===== src/rtl/dlx_mem_ctrl_pkg.sv =====
// Shared encodings for the DLX memory bus controller: access sizes, error causes, FSM states.
package dlx_mem_ctrl_pkg;

  typedef enum logic [1:0] {
    MOP_WORD   = 2'b00,
    MOP_HALF_S = 2'b01,
    MOP_BYTE_S = 2'b10,
    MOP_BYTE_U = 2'b11
  } mem_op_e;

  typedef enum logic [1:0] {
    ERR_NONE    = 2'b00,
    ERR_ALIGN   = 2'b01,
    ERR_TIMEOUT = 2'b10,
    ERR_BOTH    = 2'b11
  } err_code_e;

  typedef enum logic [1:0] {
    ST_IDLE = 2'b00,
    ST_REQ  = 2'b01,
    ST_DONE = 2'b10
  } state_e;

endpackage


===== src/rtl/dlx_mem_align.sv =====
// Big-endian lane logic: byte enables, store steering, load extraction/extension, misalign detect.
module dlx_mem_align
  import dlx_mem_ctrl_pkg::*;
(
  input  mem_op_e     st_op,
  input  logic [1:0]  st_off,
  input  logic [31:0] st_data,
  output logic [3:0]  st_be,
  output logic [31:0] st_wdata,
  output logic        st_misaligned,
  input  mem_op_e     ld_op,
  input  logic [1:0]  ld_off,
  input  logic [31:0] ld_raw,
  output logic [31:0] ld_data
);

  logic [7:0]  ld_byte;
  logic [15:0] ld_half;

  // Sub-word stores are replicated across lanes; the byte enables pick the live lane.
  always_comb begin
    st_be         = 4'b1111;
    st_wdata      = st_data;
    st_misaligned = 1'b0;
    case (st_op)
      MOP_WORD: begin
        st_misaligned = (st_off != 2'b00);
      end
      MOP_HALF_S: begin
        st_misaligned = st_off[0];
        st_be         = st_off[1] ? 4'b0011 : 4'b1100;
        st_wdata      = {2{st_data[15:0]}};
      end
      default: begin
        st_be    = 4'b1000 >> st_off;
        st_wdata = {4{st_data[7:0]}};
      end
    endcase
  end

  always_comb begin
    ld_half = ld_off[1] ? ld_raw[15:0] : ld_raw[31:16];
    case (ld_off)
      2'd0:    ld_byte = ld_raw[31:24];
      2'd1:    ld_byte = ld_raw[23:16];
      2'd2:    ld_byte = ld_raw[15:8];
      default: ld_byte = ld_raw[7:0];
    endcase
    case (ld_op)
      MOP_WORD:   ld_data = ld_raw;
      MOP_HALF_S: ld_data = {{16{ld_half[15]}}, ld_half};
      MOP_BYTE_S: ld_data = {{24{ld_byte[7]}}, ld_byte};
      default:    ld_data = {24'b0, ld_byte};
    endcase
  end

endmodule


===== src/rtl/dlx_mem_ctrl.sv =====
// DLX memory bus controller: turns CU MemRead/MemWrite strobes into single-outstanding
// req/ack word transactions, generating MemWait and formatted load data.
module dlx_mem_ctrl
  import dlx_mem_ctrl_pkg::*;
#(
  parameter int TIMEOUT = 16
) (
  input  logic        clock,
  input  logic        Reset_n,
  input  logic        MemRead,
  input  logic        MemWrite,
  input  logic [1:0]  MemOP,
  input  logic [31:0] Addr,
  input  logic [31:0] WrData,
  output logic        MemWait,
  output logic [31:0] RdData,
  output logic        RdValid,
  output logic        Err,
  output logic [1:0]  ErrCode,
  output logic        mem_req,
  output logic        mem_we,
  output logic [31:0] mem_addr,
  output logic [3:0]  mem_be,
  output logic [31:0] mem_wdata,
  input  logic        mem_ack,
  input  logic [31:0] mem_rdata
);

  localparam int CW = $clog2(TIMEOUT + 1);
  localparam logic [CW-1:0] CNT_LAST = CW'(TIMEOUT - 1);
  localparam logic [CW-1:0] CNT_MAX  = CW'(TIMEOUT);

  state_e      state_q, state_d;
  logic [CW-1:0] cnt_q, cnt_d;
  mem_op_e     op_q, op_d;
  logic [1:0]  off_q, off_d;
  logic        mem_req_q, mem_req_d;
  logic        mem_we_q, mem_we_d;
  logic [31:0] mem_addr_q, mem_addr_d;
  logic [3:0]  mem_be_q, mem_be_d;
  logic [31:0] mem_wdata_q, mem_wdata_d;
  logic [31:0] rd_data_q, rd_data_d;
  logic        rd_valid_q, rd_valid_d;
  logic        err_q, err_d;
  err_code_e   err_code_q, err_code_d;

  logic [3:0]  st_be;
  logic [31:0] st_wdata;
  logic        st_misaligned;
  logic [31:0] ld_data;

  // Store side sees the live CU inputs (used in IDLE); load side uses the latched op/offset.
  dlx_mem_align u_align (
    .st_op         (mem_op_e'(MemOP)),
    .st_off        (Addr[1:0]),
    .st_data       (WrData),
    .st_be         (st_be),
    .st_wdata      (st_wdata),
    .st_misaligned (st_misaligned),
    .ld_op         (op_q),
    .ld_off        (off_q),
    .ld_raw        (mem_rdata),
    .ld_data       (ld_data)
  );

  always_comb begin
    state_d     = state_q;
    cnt_d       = cnt_q;
    op_d        = op_q;
    off_d       = off_q;
    mem_req_d   = mem_req_q;
    mem_we_d    = mem_we_q;
    mem_addr_d  = mem_addr_q;
    mem_be_d    = mem_be_q;
    mem_wdata_d = mem_wdata_q;
    rd_data_d   = rd_data_q;
    rd_valid_d  = 1'b0;
    err_d       = 1'b0;
    err_code_d  = err_code_q;
    case (state_q)
      ST_IDLE: begin
        if (MemRead && MemWrite) begin
          state_d    = ST_DONE;
          err_d      = 1'b1;
          err_code_d = ERR_BOTH;
        end else if (MemRead || MemWrite) begin
          op_d  = mem_op_e'(MemOP);
          off_d = Addr[1:0];
          if (st_misaligned) begin
            state_d    = ST_DONE;
            err_d      = 1'b1;
            err_code_d = ERR_ALIGN;
          end else begin
            state_d     = ST_REQ;
            cnt_d       = '0;
            mem_req_d   = 1'b1;
            mem_we_d    = MemWrite;
            mem_addr_d  = {Addr[31:2], 2'b00};
            mem_be_d    = st_be;
            mem_wdata_d = st_wdata;
          end
        end
      end
      ST_REQ: begin
        // Strobes are deliberately ignored here: an issued bus cycle always runs to completion.
        if (mem_ack) begin
          state_d   = ST_DONE;
          mem_req_d = 1'b0;
          if (!mem_we_q) begin
            rd_data_d  = ld_data;
            rd_valid_d = 1'b1;
          end
        end else if (cnt_q == CNT_LAST) begin
          state_d    = ST_DONE;
          mem_req_d  = 1'b0;
          rd_data_d  = '0;
          err_d      = 1'b1;
          err_code_d = ERR_TIMEOUT;
        end else if (cnt_q != CNT_MAX) begin
          cnt_d = cnt_q + 1'b1;
        end
      end
      ST_DONE: state_d = ST_IDLE;
      default: state_d = ST_IDLE;
    endcase
  end

  always_ff @(posedge clock or negedge Reset_n) begin
    if (!Reset_n) begin
      state_q     <= ST_IDLE;
      cnt_q       <= '0;
      op_q        <= MOP_WORD;
      off_q       <= 2'b00;
      mem_req_q   <= 1'b0;
      mem_we_q    <= 1'b0;
      mem_addr_q  <= '0;
      mem_be_q    <= '0;
      mem_wdata_q <= '0;
      rd_data_q   <= '0;
      rd_valid_q  <= 1'b0;
      err_q       <= 1'b0;
      err_code_q  <= ERR_NONE;
    end else begin
      state_q     <= state_d;
      cnt_q       <= cnt_d;
      op_q        <= op_d;
      off_q       <= off_d;
      mem_req_q   <= mem_req_d;
      mem_we_q    <= mem_we_d;
      mem_addr_q  <= mem_addr_d;
      mem_be_q    <= mem_be_d;
      mem_wdata_q <= mem_wdata_d;
      rd_data_q   <= rd_data_d;
      rd_valid_q  <= rd_valid_d;
      err_q       <= err_d;
      err_code_q  <= err_code_d;
    end
  end

  assign MemWait   = (MemRead | MemWrite) & (state_q != ST_DONE);
  assign RdData    = rd_data_q;
  assign RdValid   = rd_valid_q;
  assign Err       = err_q;
  assign ErrCode   = err_code_q;
  assign mem_req   = mem_req_q;
  assign mem_we    = mem_we_q;
  assign mem_addr  = mem_addr_q;
  assign mem_be    = mem_be_q;
  assign mem_wdata = mem_wdata_q;

endmodule


===== config.mk =====
export PLATFORM = sky130hd
export DESIGN_NAME = dlx_mem_ctrl
export DESIGN_NICKNAME = d
export VERILOG_FILES = /design/src/rtl/dlx_mem_ctrl_pkg.sv /design/src/rtl/dlx_mem_align.sv /design/src/rtl/dlx_mem_ctrl.sv
export SDC_FILE = /design/constraint.sdc
export NUM_CORES = 1
export LEC_CHECK = 0
export ABC_CLOCK_PERIOD_IN_PS = 2250
export BUFFER_PORTS_ARGS = -buffer_cell sky130_fd_sc_hd__buf_4
export CORE_MARGIN = 4
export CORE_UTILIZATION = 44
export DETAILED_ROUTE_END_ITERATION = 8
export PLACE_DENSITY = 0.87
export SYNTH_ARGS = -nofsm -noshare
export SYNTH_HDL_FRONTEND = slang
export SYNTH_SLANG_ARGS = --single-unit

===== constraint.sdc =====
create_clock -name clock -period 2.25 [get_ports clock]
set_clock_uncertainty 0.2 [all_clocks]
set_input_delay 0.3375 -clock clock [delete_from_list [all_inputs] [get_ports clock]]
set_output_delay 0.3375 -clock clock [all_outputs]
set_load 0.05 [all_outputs]

# Word-level counts from Yosys, hierarchy flattened
# Index checks and enable logic that the tools add are counted.
# totals
out_inout_bits	107
in_bits	103
elab_cells	98
regBits	115
# op_classes
reduce_logical	16
eq_ne	20
bitwise_logic	4
n_mux	43
shift	1
n_addsub	1
# ops
cell	count
$mux W32	3
$pmux W32 S3	1
$pmux W32 S2	1
$mux W5	6
$pmux W8 S3	1
$mux W2	9
$ne A2 B2 Y1 const B	9
$mux W16	1
$mux W1	13
$pmux W5 S2	1
$reduce_and A5 Y1	2
$ne A3 B3 Y1 const B	3
$eq A2 B1 Y1 const B	4
$logic_not A2 Y1	4
$pmux W2 S2	2
$pmux W4 S2	1
$reduce_and A7 Y1	1
$pmux W1 S2	3
$reduce_and A3 Y1	2
$reduce_bool A2 Y1	3
$add A5 B1 Y5 const B	1
$eq A5 B4 Y1 const B	1
$ne A5 B5 Y1 const B	1
$eq A2 B2 Y1 const B	2
9 further kinds	10

# Longest topological paths before layout
# Gate-level depths: netlist (run 1).
# depth
depth_word	6
depth_mapped	8
ltp_nobuf	7

# By module
# From an unflattened synthesis (run 1), not the netlist that was laid out.
# unflattened
cells_unflattened	525
area_unflattened_um2	5969.5
# modules_own_cells
module	instances	seq_area_each_um2	cells_per_inst	area_per_inst_um2
dlx_mem_ctrl	1	2877.8	367	4729.5
dlx_mem_align	1	0.0	158	1239.9

# Worst setup path before layout (run 1)
# Ideal clock, no wire load.
# synth_path
path_kind	in2reg
startpoint	input port MemRead
endpoint	register mem_addr_q[10] (netlist: mem_addr[10])
t_arrival_ns	1.846
slack_ns	0.079
n_path_buf	1
setup_time_ns	0.125
cell_stages	6
required_ns	1.925
cell_sequence	inv_1 ha_1 or3_1 nor4_4 buf_2 mux2_2
# synth_between
elab_chain_cells	3
word_cells_on_any_way	4
cone_classes	bitwise (1); reduce/logical (3)
# synth_lines
element	line_no	source
start: declaration	dlx_mem_ctrl.sv:10	input logic MemRead,
$logic_and A1 B1 Y1	dlx_mem_ctrl.sv:82	if (MemRead && MemWrite) begin
$not A1 Y1 (no source line)	n/a	
$reduce_and A4 Y1 (no source line) (*)	n/a	
end signal: assignment	dlx_mem_ctrl.sv:150	mem_addr_q <= mem_addr_d;
end: declaration	dlx_mem_ctrl.sv:39	logic [31:0] mem_addr_q, mem_addr_d;
# Mark *: on every way between the ends. The rest lies on a longest branch, timed or not.
# A chain may end at the register's enable or synchronous reset.

# Worst setup path after layout (run 1)
# layout_path
startpoint	register state_q[1]
endpoint	register mem_wdata_q[19] (netlist: mem_wdata[19])
# layout_between
elab_chain_cells	2
# layout_lines
element	line_no	source
start: declaration	dlx_mem_ctrl.sv:33	state_e state_q, state_d;
start signal: assignment	dlx_mem_ctrl.sv:144	state_q <= state_d;
$logic_not A2 Y1	dlx_mem_ctrl.sv:80	case (state_q)
$reduce_and A4 Y1 (no source line)	n/a	
end signal: assignment	dlx_mem_ctrl.sv:152	mem_wdata_q <= mem_wdata_d;
end: declaration	dlx_mem_ctrl.sv:41	logic [31:0] mem_wdata_q, mem_wdata_d;
# No other way between the ends.

==> out/qor.csv, run 1 <==
stage,metric,value,unit
status,status,finished clean,
synthesis,seq_area_frac_synth,0.540,
clocking,clkTransAtPathRegs,0.06,ns
sta,slew_headroom,0.554,
drt,drt_wl_total,18000,microns
global_route,overflow,0,
power_and_ir_drop,intPower,7590,uW
floorplanning,fp-row-count,39,
sta,hold_slack,0.0155,ns
synthesis,async_flop_share,1.00,
synthesis,yosys.area.top_type,dfrtp_1,
sta,drv_slew,0,
clocking,clk_path_buf_depth,2,
clocking,clock_latency,0.42,ns
cells_and_area,fillers,746,
synthesis,synth_top_area_share,0.540,
setup_path,criticalPathCategory,reg -> reg,
cells_and_area,fin_util,0.721,
cells_and_area,final_nets,871,
global_route,track_usage,0.261,
power_and_ir_drop,p_comb_frac,0.529,
synthesis,ys.warnings.count,0,
sta,period_share,0.979,
power_and_ir_drop,clock_power_share,0.211,
synthesis,syn_area,5330,sq um
cells_and_area,areaGrowthSynthToFinish,57.0,%
floorplanning,pin_count,210,
setup_path,cp.required,2.38,ns
power_and_ir_drop,switching_share,0.470,
drt,ant_nets,0,
floorplanning,fp.dieArea,13900,sq um
drt,routedWlPerCell,19.6,microns
placed_design,dpl-instance-area,7140,sq um
cells_and_area,final_common_cell,buf_4,
floorplanning,core,11600,sq um
placed_design,gp_congestion,0.942,
drt,drc_errors,0,
power_and_ir_drop,p_per_area,1710,nW/um^2
setup_path,cp_max_fo,25,
drt,via_count,5099,
floorplanning,die_y,118,microns
sta,setup_viol,0,
synthesis,synth_cells,491,
worst_hold_path,min_path_type,in -> reg,
cells_and_area,drive_gt1_frac,0.416,
synthesis,yosys-top-cells-area,"dfrtp_1 (54%), mux2_2 (11%), mux2i_1 (4.7%)",
clocking,cts_buffers,17,
power_and_ir_drop,p_leak,0.00394,uW
global_route,grt_max_degree,116,
sta,finalHoldViolCount,0,
floorplanning,start_util,0.459,
clocking,htree_num_levels,4,
flow_run,cap_viol_max_count,0,
sta,tightest_slew,0.669,ns
cells_and_area,finalInstanceArea,8370,sq um
power_and_ir_drop,p_switching,6740,uW
clocking,cts_num_sinks,115,
clocking,cts_root_buf,clkbuf_16,
global_route,grt_antenna_before_repair,0,
floorplanning,dieWidth,118,microns
placed_design,hpwl,11800,microns
synthesis,synth-edff-count,0,
setup_path,start_kind,register,
sta,post-route-min-period,2.20,ns
synthesis,synth_cell_types,41,
drt,drt_iter0_markers,488,
clocking,cts_tree,yes,
setup_path,cp_data_arrival_time,2.34,ns
sta,clock.fmax,0.454,GHz
power_and_ir_drop,pwr-share-seq,0.261,
drt,dr.pass1.iters,5,
power_and_ir_drop,total_power,14300,uW
synthesis,synth-main-ff-cell,dfrtp_1,
setup_path,crit_path_end_kind,register,
global_route,grt_pass1_wl,29000,microns
power_and_ir_drop,ir_drop,0.00122,V
global_route,grt_pass1_vias,5558,
synthesis,avgSynthCellArea,10.9,sq um
cells_and_area,final_cell_mix,"buf_4 (227), dfrtp_1 (115), mux2_2 (53)",
placed_design,port-buffer-count,207,
synthesis,ys_ff_latch,115,
cells_and_area,diodes,0,
drt,avgViaCountPerCell,5.55,
==> worst paths after layout <==
path / from / end / slack [ns] / depth (start not counted)
min reg2reg: RdData[31]$_DFFE_PN0P_ / RdData[31]$_DFFE_PN0P_ / 0.29 / 2
max: state_q[1]$_DFFE_PN0P_ / mem_wdata[19]$_DFFE_PN0P_ / 0.05 / 7
min in group asynchronous: Reset_n / RdData[24]$_DFFE_PN0P_ / 0.35 / 3
min: WrData[8] / mem_wdata[8]$_DFFE_PN0P_ / 0.02 / 3
max reg2reg: state_q[1]$_DFFE_PN0P_ / mem_wdata[19]$_DFFE_PN0P_ / 0.05 / 7
max in group asynchronous: Reset_n / ErrCode[1]$_DFFE_PN0P_ / 1.05 / 3
==> metal layers <==
layer,part of all wire,vias up,GRT usage
met5,0,-,0
met4,0.031,0,0.109
met3,0.091,48,0.0846
met2,0.52,291,0.466
met1,0.36,2468,0.283
li1,-,2292,-
==> critical path: stages, from the launching register on <==
cell     delay [ns]
dfrtp_1        0.38
or3_1          0.41
nor4_4         0.26
buf_4          0.19
buf_6          0.25
buf_4          0.19
nor2_1         0.06
a21oi_1        0.16
==> power groups by stage <==
stage | Combinational [uW] | Clock (uW) | Sequential [uW]
after detailed placement | 7380 | 0 | 3700
after global routing | 7950 | 3150 | 3830
after global placement | 7210 | 0 | 3640
final | 7580 | 3020 | 3740
after floorplan | 1880 | 0 | 6730
after CTS | 7480 | 3050 | 3690
==> synth_stat cells (2+ instances only) <==
cell type  count
nor2b_1        6
a221o_1        7
and3_1         2
a31oi_1        8
nor3_1         8
clkbuf_1      20
o21bai_1       2
a311oi_1       2
nor2_1        48
nand3b_1       2
buf_4          3
a221oi_1       5
a211oi_1       6
nand2b_1      11
buf_1          3
a22o_1         7
ha_1           5
o21ai_0       39
nand2_1       39
buf_2          6
nand3_1        3
inv_1         15
a21oi_1       33
mux2_2        53
mux2i_1       25
nor3b_1        2
nand4_1        2
dfrtp_1      115
o22ai_1        2
==> per-stage QoR <==
step / cells / worst slack [ns] / setup TNS (ns)
5_1_grt: 919 / -0.0323 / -0.188
3_3_place_gp: 833 / -0.00534 / -0.0936
6_report: 919 / 0.0463 / 0
3_5_place_dp: 833 / -0.0421 / -1.17
2_1_floorplan: 492 / 0.0789 / 0
4_1_cts: 917 / 0.0587 / 0
==> kinds of logic after synthesis <==
| logic type | after synthesis | share of synthesized area |
|---|---|---|
| buffers and inverters | 47 | 0.0366 |
| AND/OR/NAND/NOR | 127 | 0.111 |
| multiplexers | 79 | 0.163 |
| AO/OA/AOI/OAI | 117 | 0.137 |
| flip-flops | 115 | 0.540 |
| adder cells (fa/ha/maj) | 5 | 0.0117 |
| other | 1 | 0.000704 |
==> registers in the layout, indices dropped and copies added, names as in the netlist <==
register,count
RdData,32
mem_wdata,32
mem_addr,30
cnt_q,5
mem_be,4
ErrCode,2
off_q,2
op_q,2
state_q,2
Err,1
RdValid,1
mem_req,1
mem_we,1
==> cell type report <==
type	instances	area, sq um	share of cell area
multi-input cells	330	2270	0.272
repair buffers	284	2310	0.276
flip-flops and latches	115	2880	0.344
clock buffers	20	467	0.0558
well taps	143	179	0.0214
inverters	15	56.3	0.00673
clock inverters	12	203	0.0242
==> repair_timing <==
action	4_1_cts	5_1_grt
resized for setup	0	5
hold buffers	52	0
buffers inserted	0	1
endpoints found under the setup margin	0	41
hold endpoints to repair	166	0
Note: power is estimated with default switching activity, not from simulation.
==> inputs of run 2 (changes only) <==
--- a/config.mk
+++ b/config.mk
@@ -5,7 +5,7 @@
 export SDC_FILE = /design/constraint.sdc
 export NUM_CORES = 1
 export LEC_CHECK = 0
-export ABC_CLOCK_PERIOD_IN_PS = 2250
+export ABC_CLOCK_PERIOD_IN_PS = 1980
 export BUFFER_PORTS_ARGS = -buffer_cell sky130_fd_sc_hd__buf_4
 export CORE_MARGIN = 4
 export CORE_UTILIZATION = 44
==> constraint.sdc (replaced) <==
create_clock -name clock -period 1.98 [get_ports clock]
set_clock_uncertainty 0.2 [all_clocks]
set_input_delay 0.297 -clock clock [delete_from_list [all_inputs] [get_ports clock]]
set_output_delay 0.297 -clock clock [all_outputs]
set_load 0.05 [all_outputs]
==> run 2 against run 1 <==
  * The run now ends with setup timing left
  * Worst hold slack lost 0.011 ns
  * Total power grew 21%
  * Sequential share of layout area shrank 4.0 points
  * Setup slack lost 0.17 ns
  * Largest cell class is now buffers
  * Largest power group unchanged
==> out/qor.csv, run 2 (synthesized netlist as in run 1, its figures left out) <==
stage,metric,value,unit
sta,period_share,1.06,
cells_and_area,fillers,601,
clocking,cts_root_buf,clkbuf_16,
sta,hold_slack,0.00407,ns
placed_design,dpl-instance-area,7370,sq um
setup_path,cp_data_arrival_time,2.19,ns
sta,drv_slew,0,
placed_design,pre_cts_ws,-0.325,ns
status,status,finished with violations,
setup_path,r2r.worst_path.cells,8,
global_route,grt_antenna_before_repair,1,
floorplanning,start_util,0.459,
setup_path,criticalPathCategory,reg -> reg,
setup_path,crit_path_end_kind,register,
power_and_ir_drop,ir_drop,0.00163,V
sta,setup_viol,93,
cells_and_area,drive_gt1_frac,0.467,
sta,tightest_slew,0.688,ns
setup_path,reg2reg_from,cnt_q[1]$_DFFE_PN0P_,
floorplanning,die_y,118,microns
floorplanning,fp.dieArea,13900,sq um
placed_design,hpwl,12100,microns
power_and_ir_drop,p_per_area,1840,nW/um^2
global_route,track_usage,0.288,
power_and_ir_drop,pwr-share-seq,0.251,
cells_and_area,finalInstanceArea,9460,sq um
worst_hold_path,min_path_type,in -> reg,
floorplanning,dieWidth,118,microns
drt,dr.pass1.iters,5,
sta,slew_headroom,0.541,
global_route,grt_pass1_vias,5922,
floorplanning,fp-row-count,39,
power_and_ir_drop,switching_share,0.469,
sta,post-route-min-period,2.10,ns
floorplanning,core,11600,sq um
setup_path,cp-startpoint,cnt_q[1]$_DFFE_PN0P_,
cells_and_area,final_common_cell,buf_4,
cells_and_area,final_cell_mix,"buf_4 (252), dfrtp_1 (115), dlygate4sd3_1 (71)",
clocking,cts_buffers,17,
flow_run,cap_viol_max_count,0,
setup_path,cp.required,2.07,ns
floorplanning,pin_count,210,
cells_and_area,final_nets,939,
setup_path,cp_max_fo,8,
global_route,overflow,0,
power_and_ir_drop,p_comb_frac,0.573,
global_route,grt_max_degree,58,
clocking,htree_num_levels,4,
power_and_ir_drop,p_switching,8170,uW
drt,ant_nets,0,
clocking,cts_tree,yes,
global_route,grt_pass1_wl,31900,microns
sta,finalHoldViolCount,0,
power_and_ir_drop,clock_power_share,0.176,
worst_hold_path,hold_end,RdData[16]$_DFFE_PN0P_,
drt,avgViaCountPerCell,5.81,
sta,clock.fmax,0.476,GHz
worst_hold_path,min_path_cells,3,
clocking,cts_num_sinks,115,
sta,rsz0062_at_grt,yes,
setup_path,start_kind,register,
clocking,clkTransAtPathRegs,0.06,ns
placed_design,gp_congestion,0.898,
power_and_ir_drop,p_leak,0.00453,uW
drt,drt_iter0_markers,542,
cells_and_area,fin_util,0.814,
power_and_ir_drop,total_power,17400,uW
setup_path,r2r-end,RdData[13]$_DFFE_PN0P_,
worst_hold_path,hold_start,mem_rdata[16],
drt,drc_errors,0,
setup_path,reg2reg_setup_slack,-0.12,ns
clocking,clk_path_buf_depth,2,
drt,drt_wl_total,22400,microns
drt,routedWlPerCell,22.8,microns
clocking,clock_latency,0.41,ns
power_and_ir_drop,intPower,9240,uW
cells_and_area,areaGrowthSynthToFinish,77.5,%
drt,via_count,5725,
sta,worst_slack,-0.121,ns
placed_design,port-buffer-count,207,
status,violations,setup timing,
## run 2: timing repair
item | CTS | global route
hold buffers | 71 | 0
setup endpoints to repair | 95 | 97
buffers inserted | 5 | 10
endpoints found under the hold margin | 187 | 0
cloned | 5 | 8
resized for setup | 41 | 47
pin swaps | 5 | 11
## run 2: worst max path at each step
stage	to	slack, ns	cells after the start
2_1_floorplan	mem_addr[18]$_DFFE_PN0P_	-0.17	5
3_3_place_gp	mem_addr[23]$_DFFE_PN0P_	-0.22	7
3_5_place_dp	mem_be[0]$_DFFE_PN0P_	-0.32	9
4_1_cts	mem_wdata[3]$_DFFE_PN0P_	-0.15	5
5_1_grt	RdData[26]$_DFFE_PN0P_	-0.19	9
6_report	RdData[13]$_DFFE_PN0P_	-0.12	8
## run 2: metrics by stage
step           setup TNS [ns]  cells
3_5_place_dp           -18.99    856
4_1_cts                 -7.02    966
2_1_floorplan           -6.87    492
3_3_place_gp           -12.33    856
5_1_grt                 -9.81    985
6_report                -6.50    985
## run 2: cell type report
cell class                 instances  area [sq um]  share of cell area
sequential                       115          2880               0.304
clock buffer                      24           502              0.0530
clock inverter                     5          75.1             0.00794
inverter                          15          56.3             0.00595
multi-input combinational        330          2580               0.273
timing repair buffer             352          3180               0.336
tap                              143           179              0.0189
antenna                            1          2.50            0.000265
## run 2: worst max-delay path: stages (launching register included)
cell,delay [ns]
dfrtp_1,0.37
ha_2,0.20
and3_4,0.20
ha_4,0.14
nor2_4,0.05
nand3b_1,0.24
buf_4,0.20
clkbuf_16,0.16
a22o_1,0.23
## run 2: layer usage
layer | GRT usage | routed length [microns] | vias to the layer above | part of all wire
met4 | 0.136 | 1040 | 0 | 0.046
met5 | 0 | 0 | - | 0
met3 | 0.0894 | 2210 | 93 | 0.099
li1 | - | - | 2431 | -
met2 | 0.477 | 11000 | 421 | 0.49
met1 | 0.343 | 8210 | 2780 | 0.37
## run 2: power by group through the flow
stage | registers, uW | logic, uW | clock network [uW]
after floorplan | 7650 | 2250 | 0
after global placement | 4140 | 8440 | 0
after CTS | 4200 | 9220 | 3050
final | 4360 | 9980 | 3060
after global routing | 4450 | 10300 | 3210
after detailed placement | 4180 | 8620 | 0
